`src/rtl/fft_pipe_ctrl.sv`:
```
// Sequencer for the streaming FFT stage chain: loader handshake, per-stage write-enable delay line,
// flush/done/abort control. Optional loader stall counter is built when FFT_CTRL_STALL_CNT_EN is defined.
module fft_pipe_ctrl #(
    parameter int NUMSTAGES    = 5,
    parameter int NUMSAMPLES   = 32,
    parameter int LANES        = 4,
    parameter int TOTALSAMPLES = 96,
    parameter int STAGE_LAT    = 1,
    localparam int BPF = NUMSAMPLES / LANES,
    localparam int NFR = TOTALSAMPLES / NUMSAMPLES,
    localparam int BW  = (BPF > 1) ? $clog2(BPF) : 1,
    localparam int FW  = (NFR > 1) ? $clog2(NFR) : 1
) (
    input  logic                 clk,
    input  logic                 rst_n,
    input  logic                 start,
    input  logic                 abort,
    input  logic                 in_valid,
    output logic                 ld_req,
    output logic                 en,
    output logic [NUMSTAGES-1:0] wr_en,
    output logic                 out_valid,
    output logic [BW-1:0]        beat_idx,
    output logic [FW-1:0]        frame_idx,
    output logic                 busy,
    output logic                 done,
    output logic [15:0]          stall_cnt,
    output logic [1:0]           dbg_state
);

    localparam int DEPTH = NUMSTAGES * STAGE_LAT;
    localparam int CW    = $clog2(DEPTH + 1);

    typedef enum logic [1:0] {IDLE, LOADING, FLUSH, DONE} state_t;

    state_t         state_q, state_d;
    logic [BW-1:0]  beat_q;
    logic [FW-1:0]  frame_q;
    logic [CW-1:0]  flush_q;
    logic [DEPTH:0] chain_q;
    logic           accept;
    logic           kill;
    logic           last_beat;

    // Handshake: a beat transfers on a cycle with ld_req=1 and in_valid=1, unless abort is high.
    assign accept    = (state_q == LOADING) && in_valid && !abort;
    assign kill      = abort && ((state_q == LOADING) || (state_q == FLUSH));
    assign last_beat = (beat_q == BW'(BPF - 1)) && (frame_q == FW'(NFR - 1));

    always_comb begin
        state_d   = state_q;
        ld_req    = 1'b0;
        en        = 1'b0;
        busy      = 1'b0;
        done      = 1'b0;
        wr_en     = '0;
        out_valid = chain_q[DEPTH];
        for (int k = 0; k < NUMSTAGES; k++) begin
            wr_en[k] = chain_q[k*STAGE_LAT];
        end
        case (state_q)
            IDLE: begin
                if (start && !abort) state_d = LOADING;
            end
            LOADING: begin
                ld_req = 1'b1;
                en     = 1'b1;
                busy   = 1'b1;
                if (abort) state_d = IDLE;
                else if (accept && last_beat) state_d = FLUSH;
            end
            FLUSH: begin
                en   = 1'b1;
                busy = 1'b1;
                if (abort) state_d = IDLE;
                else if (flush_q == CW'(DEPTH - 1)) state_d = DONE;
            end
            DONE: begin
                busy    = 1'b1;
                done    = 1'b1;
                state_d = IDLE;
            end
            default: state_d = IDLE;
        endcase
    end

    always_ff @(posedge clk) begin
        if (!rst_n) begin
            state_q <= IDLE;
            beat_q  <= '0;
            frame_q <= '0;
            flush_q <= '0;
            chain_q <= '0;
        end else begin
            state_q <= state_d;
            // Tap k*STAGE_LAT of this line is wr_en[k]; the last tap is out_valid.
            if (kill) chain_q <= '0;
            else      chain_q <= {chain_q[DEPTH-1:0], accept};

            if (kill || state_q == DONE) begin
                beat_q  <= '0;
                frame_q <= '0;
            end else if (accept) begin
                if (beat_q == BW'(BPF - 1)) begin
                    beat_q <= '0;
                    // The final frame index is held until the run ends.
                    if (frame_q != FW'(NFR - 1)) frame_q <= frame_q + 1'b1;
                end else begin
                    beat_q <= beat_q + 1'b1;
                end
            end

            if (state_q == FLUSH) flush_q <= flush_q + 1'b1;
            else                  flush_q <= '0;
        end
    end

`ifdef FFT_CTRL_STALL_CNT_EN
    logic [15:0] stall_q;

    always_ff @(posedge clk) begin
        if (!rst_n) begin
            stall_q <= '0;
        end else if (state_q == IDLE && state_d == LOADING) begin
            stall_q <= '0;
        end else if (state_q == LOADING && !in_valid && stall_q != 16'hFFFF) begin
            stall_q <= stall_q + 16'd1;
        end
    end

    assign stall_cnt = stall_q;
`else
    assign stall_cnt = 16'h0000;
`endif

    assign beat_idx  = beat_q;
    assign frame_idx = frame_q;
    assign dbg_state = state_q;

endmodule

```
`config.mk`:
```
export PLATFORM = sky130hd
export DESIGN_NAME = fft_pipe_ctrl
export DESIGN_NICKNAME = d
export VERILOG_FILES = /design/src/rtl/fft_pipe_ctrl.sv
export SDC_FILE = /design/constraint.sdc
export NUM_CORES = 1
export LEC_CHECK = 0
export CAP_MARGIN = 20
export CORE_MARGIN = 3
export CORE_UTILIZATION = 29
export CTS_BUF_LIST = sky130_fd_sc_hd__clkbuf_16
export DETAILED_ROUTE_END_ITERATION = 6
export HOLD_SLACK_MARGIN = 0.08
export PLACE_DENSITY = 0.67
export SYNTH_ARGS = -nofsm -noshare
export SYNTH_HDL_FRONTEND = slang
export SYNTH_SLANG_ARGS = --single-unit
```
`constraint.sdc`:
```
create_clock -name clk -period 3.5 [get_ports clk]
set_input_delay 0.7 -clock clk [delete_from_list [all_inputs] [get_ports clk]]
set_output_delay 0.7 -clock clk [all_outputs]
set_load 0.03 [all_outputs]
```
==> flow_summary.yaml <==
placed_design:
  placement.io_buffers: 21
  globalplace.congestion: 0.724
  hpwl_um: 1220
yosys:
  synth_ff_type: "sky130_fd_sc_hd__dfxtp_1"
  yosys.cell_types.count: 25
  synthTopCellsByCount: "16 x sky130_fd_sc_hd__buf_4, 16 x sky130_fd_sc_hd__dfxtp_1, 10 x sky130_fd_sc_hd__ha_1, 10 x sky130_fd_sc_hd__nor2_1, 8 x sky130_fd_sc_hd__inv_1"
  synth_area_um2: 867
  yosysTopAreaCell: "sky130_fd_sc_hd__dfxtp_1"
  ys_warn_count: 0
  ys_ff_latch: 16
  async_flop_share: 0
  postSynthCellCount: 91
  synth.area.top_cells: "sky130_fd_sc_hd__dfxtp_1 37%, sky130_fd_sc_hd__ha_1 14%, sky130_fd_sc_hd__buf_4 14%"
  synth_top_area_frac: 0.369
  synth_enable_flop_cells: 0
  yosysSeqAreaShare: 0.369
  mean_instance_size_in_the_synthesized_netlist_um2: 9.53
global_routing:
  grt_first_pass_wirelength_um: 2440
  global_route.overflow_total: 0
  antenna_violations_before_repair: 0
  grt_start_max_net_pins: 9
  grt_pass1_vias: 562
  grt_util_all_layers: 0.0932
sta:
  finClkSkew_ps: 0.793
  hold_slack_ps: 441
  timing_hold_violations_final: 0
  finalSetupViolations: 0
  finalCriticalPeriod_ps: 2460
  layout_worst_path_cycle_share: 0.702
  finalSetupTns_ps: 0
  fmax_mhz: 407
  final_report_max_slew_violation_count: 0
  setup_repair_after_global_routing_missed_its_margin: "no"
setup_path:
  critical_path.startpoint_type: "flop"
  crit_path_end_kind: "output pin"
  worst_setup_path_startpoint: "dbg_state[0]"
  worst-path-max-fanout: 5
  critical_path_class: "reg -> out"
  worst-endpoint-required_ps: 2800
  worstReg2RegStart: "dbg_state[0]"
  worst-endpoint-arrival_ps: 1760
clock_network:
  ctsResizeCount: 0
  postCtsSetupBuffers: 0
  cts_made_buffers: 3
  cts_hold_buf: 0
  tritoncts: "built"
  clock_path_buffers: 2
  cts.clk_slew.worst_paths_ps: 50
  clockRootBuffer: "sky130_fd_sc_hd__clkbuf_16"
  cts_max_level: 1
  insertion_delay_ps: 240
  cts_num_sinks: 16
floorplanning:
  die_area_um2: 3680
  num_rows: 19
  top_level_ports: 38
  initial_core_util: 0.309
  core_area_um2: 2810
  die_w_um: 60.7
  die_h_um: 60.7
routing:
  antenna_violating_nets_post_route: 0
  vias_per_cell: 4.28
  routed_wirelength_um: 1520
  vias: 620
  route.detailed.drc: 0
  wl_per_cell_um: 10.5
  drt_pre_antenna_iters: 4
  drt_iter0_markers: 11
layout:
  drive_above_1_share: 0.0702
  fillers: 288
  final_nets: 131
  multi_input_comb_area_um2: 453
  ff_latch_area_um2: 320
  area.growth.synth_to_final_pct: 30.0
  diodes: 0
power_and_ir_drop:
  power.density_nw_per_um2: 458
  vdd_ir_drop_max_mv: 0.191
  power_leakage_uw: 0.000510
worst_hold_path:
  min-delay-path-class: "reg -> reg"
  hold_start: "flush_q[0]"
job:
  drv_cap: 0
status:
  status: "finished clean"
cells by family after synthesis:
family                   after synthesis  synth area share
AND/OR/NAND/NOR                       29             0.201
flip-flops                            16             0.369
adder cells (fa/ha/maj)               10             0.144
buffers and inverters                 24             0.173
other                                  1           0.00432
XOR/XNOR                               2            0.0202
multiplexers                           3            0.0346
AO/OA/AOI/OAI                          6            0.0534
where the power goes:
group | internal (uW) | switching [uW]
Combinational | 36.0 | 73.4
Clock | 150 | 66.4
Sequential | 187 | 4.46
flip-flops by register name, indices dropped and copies added, names as in the netlist:
register   cells
beat_idx       3
chain_q        6
dbg_state      2
frame_idx      2
flush_q        3
path summary, 6_finish.rpt:
path | cells after the start | to | slack, ps
min reg2reg | 1 | flush_q[0] | 440
max reg2reg | 5 | frame_idx[1] | 1960
max | 3 | en | 1040
min | 1 | flush_q[0] | 440
worst max-delay path: stages (launching register included):
cell	delay, ps
sky130_fd_sc_hd__dfxtp_1	400
sky130_fd_sc_hd__inv_1	110
sky130_fd_sc_hd__ha_1	320
sky130_fd_sc_hd__clkdlybuf4s50_1	680
per-stage QoR:
step	total power (uW)	setup slack, ps	area, um^2	cells	utilization
global placement	304	1350	1050	142	0.375
global route	542	927	1130	145	0.402
floorplan	285	1640	923	106	-
finish	517	1040	1130	145	0.402
detailed placement	304	1300	1050	142	0.375
CTS	525	1020	1130	145	0.402
layout make-up:
| type | count | area share |
|---|---|---|
| well taps | 31 | 0.0344 |
| flip-flops and latches | 16 | 0.284 |
| repair buffers | 21 | 0.186 |
| clock buffers | 3 | 0.0666 |
| multi-input cells | 66 | 0.402 |
| inverters | 8 | 0.0266 |
cell usage in the layout, fill, tap and decap left out, types with 3 or more instances in the layout:
master,n
sky130_fd_sc_hd__and2_1,5
sky130_fd_sc_hd__clkbuf_16,3
sky130_fd_sc_hd__clkdlybuf4s50_1,21
sky130_fd_sc_hd__conb_1,16
sky130_fd_sc_hd__dfxtp_1,16
sky130_fd_sc_hd__ha_1,10
sky130_fd_sc_hd__inv_1,8
sky130_fd_sc_hd__mux2i_1,3
sky130_fd_sc_hd__nand2_1,4
sky130_fd_sc_hd__nor2_1,10
per-layer routing:
| layer | GRT usage | vias to the layer above | wire length [um] |
|---|---|---|---|
| li1 | - | 308 | - |
| met1 | 0.106 | 280 | 641 |
| met2 | 0.142 | 27 | 690 |
| met3 | 0.0383 | 5 | 140 |
| met4 | 0.0650 | 0 | 42 |
| met5 | 0 | - | 0 |
Note: power is estimated with default switching activity, not from simulation.
